### src/rtl/rep3_serial_tx.sv
`default_nettype none
// ============================================================================
// Module      : rep3_serial_tx
// Description : Transmit end of the triple-repetition serial link. Takes a
//               parallel word over a valid/ready handshake and sends it LSB
//               first, each data bit as three identical line symbols, framed
//               by one low start symbol and one high stop symbol. The line
//               idles high. Each symbol is held for CLKS_PER_SYM cycles.
// Ports       : clk        - system clock, rising-edge active
//               rst        - synchronous active-high reset
//               in_data    - word to transmit, sampled only on accept
//               in_valid   - in_data is valid
//               in_ready   - high only while idle (word can be accepted)
//               tx_line    - registered serial line output, idle high
//               tx_busy    - registered, high during START, DATA and STOP
//               frame_done - registered one-cycle pulse after the stop symbol
// Revision    : 1.0 - initial release
// ============================================================================
module rep3_serial_tx #(
  parameter int WIDTH        = 8,
  parameter int CLKS_PER_SYM = 4
) (
  input  logic             clk,
  input  logic             rst,
  input  logic [WIDTH-1:0] in_data,
  input  logic             in_valid,
  output logic             in_ready,
  output logic             tx_line,
  output logic             tx_busy,
  output logic             frame_done
);

  // Counter widths are kept at least one bit so WIDTH=1 / CLKS_PER_SYM=1 work.
  localparam int c_BW = (WIDTH > 1)        ? $clog2(WIDTH)        : 1;
  localparam int c_CW = (CLKS_PER_SYM > 1) ? $clog2(CLKS_PER_SYM) : 1;

  localparam logic [c_BW-1:0] c_LAST_BIT = c_BW'(WIDTH - 1);
  localparam logic [c_CW-1:0] c_LAST_CLK = c_CW'(CLKS_PER_SYM - 1);
  localparam logic [1:0]      c_LAST_REP = 2'd2;

  localparam logic [1:0] c_IDLE  = 2'd0;
  localparam logic [1:0] c_START = 2'd1;
  localparam logic [1:0] c_DATA  = 2'd2;
  localparam logic [1:0] c_STOP  = 2'd3;

  logic [1:0]       r_state;
  logic [c_CW-1:0]  r_clk_cnt;
  logic [1:0]       r_rep_cnt;
  logic [c_BW-1:0]  r_bit_idx;
  logic [WIDTH-1:0] r_shift;

  logic             w_sym_end;
  logic [WIDTH-1:0] w_shift_next;

  assign in_ready     = (r_state == c_IDLE);
  assign w_sym_end    = (r_clk_cnt == c_LAST_CLK);
  assign w_shift_next = r_shift >> 1;

  always_ff @(posedge clk) begin
    if (rst) begin
      r_state    <= c_IDLE;
      r_clk_cnt  <= '0;
      r_rep_cnt  <= '0;
      r_bit_idx  <= '0;
      r_shift    <= '0;
      tx_line    <= 1'b1;
      tx_busy    <= 1'b0;
      frame_done <= 1'b0;
    end else begin
      frame_done <= 1'b0;
      case (r_state)
        c_IDLE: begin
          if (in_valid) begin
            r_shift   <= in_data;
            r_state   <= c_START;
            r_clk_cnt <= '0;
            tx_line   <= 1'b0;
            tx_busy   <= 1'b1;
          end
        end

        c_START: begin
          if (w_sym_end) begin
            r_clk_cnt <= '0;
            r_state   <= c_DATA;
            r_rep_cnt <= '0;
            r_bit_idx <= '0;
            tx_line   <= r_shift[0];
          end else begin
            r_clk_cnt <= r_clk_cnt + 1'b1;
          end
        end

        c_DATA: begin
          if (w_sym_end) begin
            r_clk_cnt <= '0;
            if (r_rep_cnt == c_LAST_REP) begin
              // Third copy of this bit done: move on to the next bit or stop.
              r_shift   <= w_shift_next;
              r_rep_cnt <= '0;
              if (r_bit_idx == c_LAST_BIT) begin
                r_state <= c_STOP;
                tx_line <= 1'b1;
              end else begin
                r_bit_idx <= r_bit_idx + 1'b1;
                // Line must show the next bit in the same cycle the shift
                // register advances, so drive it from the shifted value.
                tx_line   <= w_shift_next[0];
              end
            end else begin
              r_rep_cnt <= r_rep_cnt + 1'b1;
            end
          end else begin
            r_clk_cnt <= r_clk_cnt + 1'b1;
          end
        end

        c_STOP: begin
          if (w_sym_end) begin
            r_clk_cnt  <= '0;
            r_state    <= c_IDLE;
            tx_line    <= 1'b1;
            tx_busy    <= 1'b0;
            frame_done <= 1'b1;
          end else begin
            r_clk_cnt <= r_clk_cnt + 1'b1;
          end
        end

        default: begin
          r_state <= c_IDLE;
          tx_line <= 1'b1;
          tx_busy <= 1'b0;
        end
      endcase
    end
  end

endmodule
`default_nettype wire

### config.mk
export PLATFORM = sky130hd
export DESIGN_NAME = rep3_serial_tx
export DESIGN_NICKNAME = d
export VERILOG_FILES = /design/src/rtl/rep3_serial_tx.sv
export SDC_FILE = /design/constraint.sdc
export NUM_CORES = 1
export LEC_CHECK = 0
export CORE_ASPECT_RATIO = 1.2
export CORE_MARGIN = 3
export CORE_UTILIZATION = 34
export CTS_CLUSTER_SIZE = 20
export DETAILED_ROUTE_END_ITERATION = 8
export HOLD_SLACK_MARGIN = 0.15
export PLACE_DENSITY = 0.64
export SYNTH_ARGS = -nofsm -noshare
export SYNTH_HDL_FRONTEND = slang
export SYNTH_SLANG_ARGS = --single-unit
### constraint.sdc
create_clock -name clk -period 2.2 [get_ports clk]
set_input_delay 0.44 -clock clk [delete_from_list [all_inputs] [get_ports clk]]
set_output_delay 0.44 -clock clk [all_outputs]
set_load 0.01 [all_outputs]
==> reports/summary.json, run 1 <==
{
  "worst_setup_path": {
    "cpPeakStageDelay_ns": 0.56,
    "worst-path-stages": 3,
    "beginning_of_the_worst_register_to_register_path": "r_clk_cnt[0]",
    "cp.arrival_ns": 1.58,
    "timing.critical_path.to_type": "output port",
    "ff2ff_setup_slack_ns": 0.43,
    "cp_num_buf_inv": 2,
    "critical_path.max_fanout": 8,
    "critical_path_required_ns": 1.76,
    "crit_path_cell_trace": "inv_1, ha_2, clkdlybuf4s50_1",
    "ff2ff_path_depth": 6,
    "worstSetupStartpointType": "flop",
    "critical_path.reg2reg.endpoint": "r_shift[5]",
    "cp_top_family": "buffers and inverters",
    "timing.setup.critical_path_class": "reg -> out",
    "slowest_cp_cell": "sky130_fd_sc_hd__clkdlybuf4s50_1"
  },
  "yosys": {
    "post_synth_inst_count": 111,
    "synth_seq_cells": 20,
    "syn_area_per_cell_um2": 9.51,
    "post_synthesis_instance_area_um2": 1060,
    "seq_area_frac_synth_pct": 37.9,
    "synth_fp_nets": 129,
    "ys.warnings.count": 0,
    "post_synth_num_cell_types": 35
  },
  "detailed_routing": {
    "via_count": 839,
    "first_iteration_detailed_routing_drc_count": 19,
    "drt-vias-per-instance": 5.28,
    "detail_route.wirelength_um": 2010,
    "drc": 0,
    "antenna_violating_nets_post_route": 0,
    "wl_per_cell_um": 12.6,
    "firstDrtPassIters": 4
  },
  "clocking": {
    "cts_htree_levels": 1,
    "cts.reportedPaths.clkPinSlew_ns": 0.11,
    "clock_sinks": 20,
    "clk_latency_ns": 0.30,
    "number_of_buffers_added_by_the_clock_tree_synthesis_step": 3,
    "holdBufCountCts": 0,
    "root_buffer_cell": "sky130_fd_sc_hd__clkbuf_4",
    "cts_buffer_depth": 2,
    "cts_tree": "yes",
    "quantity_of_gates_resized_following_cts": 0,
    "cts.repair_timing.setup_buffer_count": 0
  },
  "layout": {
    "num-fill-cells": 300,
    "antenna_cells": 0,
    "drive_gt1_share_pct": 12.0,
    "nets": 145,
    "area.growth.synth_to_final_pct": 18.4
  },
  "power": {
    "cell_internal_pwr_w": 0.000850,
    "leakagePower_nw": 0.494,
    "power.share.sequential_pct": 37.5,
    "power_spent_charging_and_discharging_nets_w": 0.000534,
    "clkPwrFrac_pct": 12.7,
    "vdd_ir_drop_max_v": 0.000578,
    "sw_ratio_pct": 38.6,
    "comb_power_share_pct": 49.8,
    "cellPowerDensity_nw_per_um2": 1110
  },
  "grt": {
    "grt_antenna_before_repair": 0,
    "grt_use_met2_pct": 22.0,
    "globalRouteOverflowTotal": 0,
    "wire_length_of_the_first_global_routing_pass_um": 3570,
    "grt_util_met1_pct": 12.4,
    "grt_start_max_net_pins": 18,
    "grt_busiest_layer": "met2",
    "global_route.usage.total_pct": 12.2,
    "first_global_vias": 844,
    "globalRouteMet3Util_pct": 4.46
  },
  "run": {
    "cap_viol_max_count": 0
  },
  "min_path": {
    "worstHoldStart": "r_shift[7]",
    "hold_path_end": "r_shift[7]",
    "hold_path_depth": 2,
    "worst_min_delay_path_class": "reg -> reg"
  },
  "sta": {
    "final-hold-violation-count": 0,
    "setup_ws_ns": 0.181,
    "report.final.setup_viol": 0,
    "period_minus_slack_ns": 2.02,
    "setup-tns-final_ns": 0,
    "maxSlewHeadroom_pct": 70.9,
    "final_min_period_over_clock_period_pct": 91.8,
    "worst_hold_slack_ns": 0.486,
    "fin_worst_skew_ns": 0.00338,
    "max_slew_violation_count": 0,
    "max_freq_ghz": 0.495,
    "grt_setup_unrepaired": "no",
    "worst_pin_slew_ns": 0.435
  },
  "outcome": {
    "run_status": "finished clean"
  },
  "floorplan": {
    "initial_core_util_pct": 36.5,
    "die_width_um": 56.9,
    "full_die_area_um2": 3810,
    "core_area_um2": 2890,
    "die-height_um": 67.1,
    "placementRows": 21,
    "top_level_ports": 15
  },
  "placement": {
    "detailed_place_hpwl_um": 1470,
    "place_ws_ns": 0.342,
    "place.port_buffers": 14,
    "global_placer_s_final_weighted_congestion": 0.759
  }
}
-- cell usage after synthesis --
cell type / n / area (um^2)
sky130_fd_sc_hd__buf_2: 2 / 10.0
sky130_fd_sc_hd__a21oi_2: 1 / 8.76
sky130_fd_sc_hd__nor2b_1: 2 / 12.5
sky130_fd_sc_hd__a211oi_1: 6 / 45.0
sky130_fd_sc_hd__nand4b_1: 1 / 8.76
sky130_fd_sc_hd__nand3b_1: 2 / 15.0
sky130_fd_sc_hd__and3_1: 1 / 6.26
sky130_fd_sc_hd__nand2_1: 3 / 11.3
sky130_fd_sc_hd__buf_4: 1 / 7.51
sky130_fd_sc_hd__ha_1: 7 / 87.6
sky130_fd_sc_hd__a211oi_4: 1 / 20.0
sky130_fd_sc_hd__a21oi_1: 8 / 40.0
sky130_fd_sc_hd__o21bai_1: 1 / 7.51
sky130_fd_sc_hd__nand2b_1: 6 / 37.5
sky130_fd_sc_hd__mux2_2: 1 / 11.3
sky130_fd_sc_hd__a22oi_1: 2 / 15.0
sky130_fd_sc_hd__nand3b_4: 1 / 20.0
sky130_fd_sc_hd__nor3_1: 1 / 5.00
sky130_fd_sc_hd__nor2_2: 1 / 6.26
sky130_fd_sc_hd__inv_1: 2 / 7.51
sky130_fd_sc_hd__nand3b_2: 1 / 11.3
sky130_fd_sc_hd__buf_6: 1 / 11.3
sky130_fd_sc_hd__o21ai_0: 2 / 10.0
sky130_fd_sc_hd__a21boi_0: 1 / 7.51
sky130_fd_sc_hd__mux2i_1: 10 / 100
sky130_fd_sc_hd__a211oi_2: 1 / 12.5
sky130_fd_sc_hd__a311o_1: 1 / 10.0
sky130_fd_sc_hd__and2_1: 2 / 12.5
sky130_fd_sc_hd__o31ai_1: 1 / 7.51
sky130_fd_sc_hd__nor2b_2: 1 / 8.76
sky130_fd_sc_hd__or3_1: 1 / 6.26
sky130_fd_sc_hd__dfxtp_1: 20 / 400
sky130_fd_sc_hd__nor3b_1: 1 / 7.51
sky130_fd_sc_hd__nor2_1: 16 / 60.1
sky130_fd_sc_hd__clkbuf_1: 2 / 7.51
-- worst max-delay path by stage --
stage	startpoint	to	slack [ns]
after floorplan	r_state[0]	r_shift[6]	0.52
after global placement	in_valid	r_shift[3]	0.40
after detailed placement	in_valid	r_shift[5]	0.34
after CTS	r_state[0]	in_ready	0.09
after global routing	r_state[0]	in_ready	0.08
final	r_state[0]	in_ready	0.18
-- metal layers --
layer	wire, um	up-vias
li1	-	421
met1	865	395
met2	991	19
met3	114	4
met4	39	0
met5	0	-
-- through the flow --
step | instance area [um^2] | power, W | utilization, % | cells
4_1_cts | 1250 | 0.00139 | 43.2 | 159
3_3_place_gp | 1220 | 0.00119 | 42.4 | 156
2_1_floorplan | 1060 | 0.00106 | - | 111
3_5_place_dp | 1220 | 0.00121 | 42.4 | 156
6_report | 1250 | 0.00138 | 43.2 | 159
5_1_grt | 1250 | 0.00150 | 43.2 | 159
-- worst register-to-register path: stages, from the launching register on --
cell and delay, ns:
sky130_fd_sc_hd__dfxtp_1 0.37, sky130_fd_sc_hd__ha_1 0.39, sky130_fd_sc_hd__nand3b_4 0.14, sky130_fd_sc_hd__a211oi_4 0.25, sky130_fd_sc_hd__buf_4 0.25, sky130_fd_sc_hd__nor2_1 0.06
sky130_fd_sc_hd__a211oi_1 0.22
-- final cells by class --
| cell class | instances | area, um^2 | share of cell area [%] |
|---|---|---|---|
| well taps | 34 | 42.5 | 3.40 |
| multi-input cells | 83 | 614 | 49.1 |
| inverters | 2 | 7.51 | 0.601 |
| flip-flops and latches | 20 | 400 | 32.0 |
| repair buffers | 17 | 163 | 13.0 |
| clock buffers | 3 | 22.5 | 1.80 |
-- placed cells by master, fill, tap and decap left out --
master,netlist,final
sky130_fd_sc_hd__nor3_1,1,1
sky130_fd_sc_hd__and2_1,2,2
sky130_fd_sc_hd__a22oi_1,2,2
sky130_fd_sc_hd__a21oi_1,8,8
sky130_fd_sc_hd__nor2_1,16,16
sky130_fd_sc_hd__nand4b_1,1,1
sky130_fd_sc_hd__ha_2,0,1
sky130_fd_sc_hd__nor3b_1,1,1
sky130_fd_sc_hd__nand3b_2,1,1
sky130_fd_sc_hd__a21boi_0,1,1
sky130_fd_sc_hd__nor2_2,1,1
sky130_fd_sc_hd__inv_1,2,2
sky130_fd_sc_hd__a21oi_2,1,1
sky130_fd_sc_hd__buf_4,1,3
sky130_fd_sc_hd__nand2_1,3,3
sky130_fd_sc_hd__o21ai_0,2,2
sky130_fd_sc_hd__clkbuf_4,0,3
sky130_fd_sc_hd__mux2_2,1,1
sky130_fd_sc_hd__a311o_1,1,1
sky130_fd_sc_hd__clkdlybuf4s50_1,0,14
sky130_fd_sc_hd__o21bai_1,1,1
sky130_fd_sc_hd__dfxtp_1,20,20
sky130_fd_sc_hd__a211oi_1,6,6
sky130_fd_sc_hd__or3_1,1,1
sky130_fd_sc_hd__nand3b_1,2,2
sky130_fd_sc_hd__nand3b_4,1,1
sky130_fd_sc_hd__a211oi_4,1,1
sky130_fd_sc_hd__and3_1,1,1
sky130_fd_sc_hd__ha_1,7,6
sky130_fd_sc_hd__nor2b_2,1,1
sky130_fd_sc_hd__o31ai_1,1,1
sky130_fd_sc_hd__nor2b_1,2,2
sky130_fd_sc_hd__mux2i_1,10,10
sky130_fd_sc_hd__nand2b_1,6,6
sky130_fd_sc_hd__a211oi_2,1,1
-- cells by family (layout without fill, tap and decap cells) --
kind of cell | count (synthesis) | after routing | share of synthesized area, %
adders and majority gates | 7 | 7 | 8.29
and+or+nand+nor | 40 | 40 | 21.7
DFF | 20 | 20 | 37.9
muxes | 11 | 11 | 10.5
buffers and inverters | 8 | 22 | 4.15
AOI/OAI and AO/OA | 25 | 25 | 17.4
-- registers in the layout, indices dropped and copies added, names as in the netlist --
name	count
frame_done	1
r_bit_idx	3
r_clk_cnt	2
r_rep_cnt	2
r_shift	8
r_state	2
tx_busy	1
tx_line	1
-- power groups by stage --
stage / registers (W) / logic (W) / clock network (W)
6_report: 0.000518 / 0.000690 / 0.000176
5_1_grt: 0.000531 / 0.000771 / 0.000200
4_1_cts: 0.000519 / 0.000689 / 0.000186
3_5_place_dp: 0.000527 / 0.000687 / 0
3_3_place_gp: 0.000524 / 0.000667 / 0
2_1_floorplan: 0.000518 / 0.000537 / 0
Power figures use the tool's default switching activity.
==> run 2, diff against run 1 <==
Settings changed: GPL_TIMING_DRIVEN set to 0, SLEW_MARGIN set to 5.
==> run 2 against run 1 <==
Net effect: worst hold slack improved by 0.011 ns; via count decreased by 1.9%; cell area increased by 0.90%; sequential share of layout area decreased by 0.29 points; largest power group unchanged; critical path depth unchanged; critical endpoint unchanged; final cell count increased by 1.9%; clock skew about the same.
==> reports/summary.json, run 2 (synthesis gave the netlist of run 1 again) <==
{
  "outcome": {
    "run_status": "finished clean"
  },
  "detailed_routing": {
    "firstDrtPassIters": {"value": 4, "change": "unchanged"},
    "wl_per_cell": {"value": 12.3, "unit": "um", "change": "-2.6%"},
    "met2_length": {"value": 931, "unit": "um", "change": "-6.1%"},
    "met3_length": {"value": 106, "unit": "um", "change": "-7.0%"},
    "drt-met1-wl": {"value": 890, "unit": "um", "change": "+2.9%"},
    "drc": {"value": 0, "change": "unchanged"},
    "highest-signal-layer": "met4",
    "detail_route.wirelength": {"value": 2000, "unit": "um", "change": "-0.75%"},
    "first_iteration_detailed_routing_drc_count": {"value": 17, "change": "-2"},
    "drt-vias-per-instance": {"value": 5.08, "change": "-3.7%"},
    "via_count": {"value": 823, "change": "-1.9%"},
    "antenna_violating_nets_post_route": {"value": 0, "change": "unchanged"}
  },
  "layout": {
    "layoutNonFillerInstCount": {"value": 162, "change": "+1.9%"},
    "final_util": {"value": 43.6, "unit": "%", "change": "+0.39 points"},
    "most-common-layout-cells": "20 x sky130_fd_sc_hd__dfxtp_1, 16 x sky130_fd_sc_hd__nor2_1, 14 x sky130_fd_sc_hd__clkdlybuf4s50_1, 10 x sky130_fd_sc_hd__mux2i_1, 8 x sky130_fd_sc_hd__a21oi_1",
    "largest_register": "r_shift",
    "drive_gt1_share": {"value": 11.7, "unit": "%", "change": "-0.28 points"},
    "num-fill-cells": {"value": 292, "change": "-2.7%"},
    "area.growth.synth_to_final_pct": 19.4,
    "antenna_cells": {"value": 0, "change": "unchanged"},
    "reg.largest.list": "r_shift x8, r_bit_idx x3",
    "nets": {"value": 148, "change": "+2.1%"},
    "leading_cell_type_in_the_layout_fill_and_taps_excluded": "sky130_fd_sc_hd__dfxtp_1",
    "largest_register_ff_count": {"value": 8, "change": "unchanged"}
  },
  "worst_setup_path": {
    "worstSetupStartpointType": "flop",
    "critical_path.max_fanout": {"value": 8, "change": "unchanged"},
    "timing.critical_path.to_type": "output port",
    "crit_start": "r_state[0]",
    "critical_path_required": {"value": 1.76, "unit": "ns", "change": "about the same"},
    "timing.setup.critical_path_class": "reg -> out",
    "beginning_of_the_worst_register_to_register_path": "r_state[1]",
    "cp.arrival": {"value": 1.65, "unit": "ns", "change": "+0.07 ns"}
  },
  "run": {
    "cap_viol_max_count": {"value": 0, "change": "unchanged"}
  },
  "clocking": {
    "number_of_buffers_added_by_the_clock_tree_synthesis_step": {"value": 3, "change": "unchanged"},
    "root_buffer_cell": "sky130_fd_sc_hd__clkbuf_4",
    "quantity_of_gates_resized_following_cts": {"value": 0, "change": "unchanged"},
    "clock_sinks": {"value": 20, "change": "unchanged"},
    "holdBufCountCts": {"value": 0, "change": "unchanged"},
    "cts_tree": "yes",
    "clk_latency": {"value": 0.30, "unit": "ns", "change": "about the same"},
    "cts.repair_timing.setup_buffer_count": {"value": 0, "change": "unchanged"},
    "cts_buffer_depth": {"value": 2, "change": "unchanged"},
    "cts.reportedPaths.clkPinSlew": {"value": 0.11, "unit": "ns", "change": "about the same"},
    "cts_htree_levels": {"value": 1, "change": "unchanged"}
  },
  "sta": {
    "max_freq": {"value": 0.478, "unit": "GHz", "change": "-3.4%"},
    "final_min_period_over_clock_period": {"value": 95.0, "unit": "%", "change": "+3.2 points"},
    "report.final.setup_viol": {"value": 0, "change": "unchanged"},
    "maxSlewHeadroom": {"value": 68.1, "unit": "%", "change": "-2.8 points"},
    "grt_setup_unrepaired": "no",
    "worst_pin_slew": {"value": 0.478, "unit": "ns", "change": "+0.0431 ns"},
    "setup-tns-final": {"value": 0, "unit": "ns", "change": "unchanged"},
    "max_slew_violation_count": {"value": 0, "change": "unchanged"},
    "fin_worst_skew": {"value": 0.00354, "unit": "ns", "change": "+0.000162 ns"},
    "worst_hold_slack": {"value": 0.498, "unit": "ns", "change": "+0.0113 ns"},
    "period_minus_slack": {"value": 2.09, "unit": "ns", "change": "+0.0713 ns"},
    "final-hold-violation-count": {"value": 0, "change": "unchanged"}
  },
  "power": {
    "leakagePower": {"value": 0.505, "unit": "nW", "change": "+2.2%"},
    "vdd_ir_drop_max": {"value": 0.000724, "unit": "V", "change": "+25%"},
    "cellPowerDensity": {"value": 1110, "unit": "nW/um^2", "change": "+0.54%"}
  },
  "min_path": {
    "worst_min_delay_path_class": "reg -> reg",
    "worstHoldStart": "r_shift[7]"
  },
  "floorplan": {
    "top_level_ports": {"value": 15, "change": "unchanged"},
    "die_width": {"value": 56.9, "unit": "um", "change": "unchanged"},
    "core_area": {"value": 2890, "unit": "um^2", "change": "unchanged"},
    "placementRows": {"value": 21, "change": "unchanged"},
    "full_die_area": {"value": 3810, "unit": "um^2", "change": "unchanged"},
    "initial_core_util": {"value": 36.5, "unit": "%", "change": "unchanged"},
    "die-height": {"value": 67.1, "unit": "um", "change": "unchanged"}
  },
  "grt": {
    "wire_length_of_the_first_global_routing_pass": {"value": 3510, "unit": "um", "change": "-1.5%"},
    "grt_antenna_before_repair": {"value": 0, "change": "unchanged"},
    "global_route.usage.total": {"value": 12.0, "unit": "%", "change": "-0.12 points"},
    "globalRouteOverflowTotal": {"value": 0, "change": "unchanged"},
    "grt_start_max_net_pins": {"value": 11, "change": "-7"},
    "first_global_vias": {"value": 844, "change": "unchanged"}
  },
  "placement": {
    "place.port_buffers": {"value": 14, "change": "unchanged"},
    "global_placer_s_final_weighted_congestion": {"value": 0.733, "change": "-3.4%"},
    "detailed_place_hpwl": {"value": 1500, "unit": "um", "change": "+2.2%"},
    "dpl.cell_count": {"value": 159, "change": "+1.9%"}
  }
}
## run 2: cell count changes in the layout (fill, tap and decap cells not counted)
cell                       delta
sky130_fd_sc_hd__buf_2        +2
sky130_fd_sc_hd__buf_4        -2
sky130_fd_sc_hd__buf_6        +1
sky130_fd_sc_hd__clkbuf_1     +2
sky130_fd_sc_hd__ha_1         +1
sky130_fd_sc_hd__ha_2         -1
## run 2: final cells by class
class,count,area (um^2),area share [%]
well taps,34,42.5,3.37
clock buffers,3,22.5,1.79
inverters,2,7.51,0.595
flip-flops and latches,20,400,31.7
repair buffers,14,140,11.1
plain buffers,6,36.3,2.88
multi-input cells,83,612,48.5
## run 2: path summary, 6_finish.rpt
| path | to | slack (ns) | cells after the start |
|---|---|---|---|
| setup / recovery | in_ready | 0.11 | 3 |
| hold / removal | r_shift[7] | 0.50 | 2 |
| setup reg to reg | r_shift[6] | 0.30 | 7 |
| hold reg to reg | r_shift[7] | 0.50 | 2 |
## run 2: power by group
part | internal [W] | total, W | switching (W)
combinational | 0.000332 | 0.000707 | 0.000375
sequential | 0.000459 | 0.000518 | 0.0000593
clock | 0.0000640 | 0.000178 | 0.000114
## run 2: layer usage
metal | vias up | track usage, %
li1 | 424 | -
met2 | 19 | 21.7
met3 | 7 | 2.33
met5 | - | 0
met1 | 373 | 12.3
met4 | 0 | 8.70
## run 2: worst max-delay path, cell delays in order, from the launching register on
cell                              delay, ns
sky130_fd_sc_hd__dfxtp_1               0.35
sky130_fd_sc_hd__inv_1                 0.10
sky130_fd_sc_hd__ha_1                  0.31
sky130_fd_sc_hd__clkdlybuf4s50_1       0.59
## run 2: metrics by stage
stage          total power [W]  cell area (um^2)  setup slack [ns]
6_report               0.00140              1260             0.110
3_3_place_gp           0.00122              1240             0.242
4_1_cts                0.00142              1260            0.0784
2_1_floorplan          0.00106              1060             0.517
5_1_grt                0.00153              1260            0.0102
3_5_place_dp           0.00124              1240             0.231
==> run 3, diff against run 2 <==
Settings changed: CTS_CLUSTER_SIZE 20 to 14.
==> results of run 3 <==
The final DEF is identical to that of run 2; final timing and power are the same.
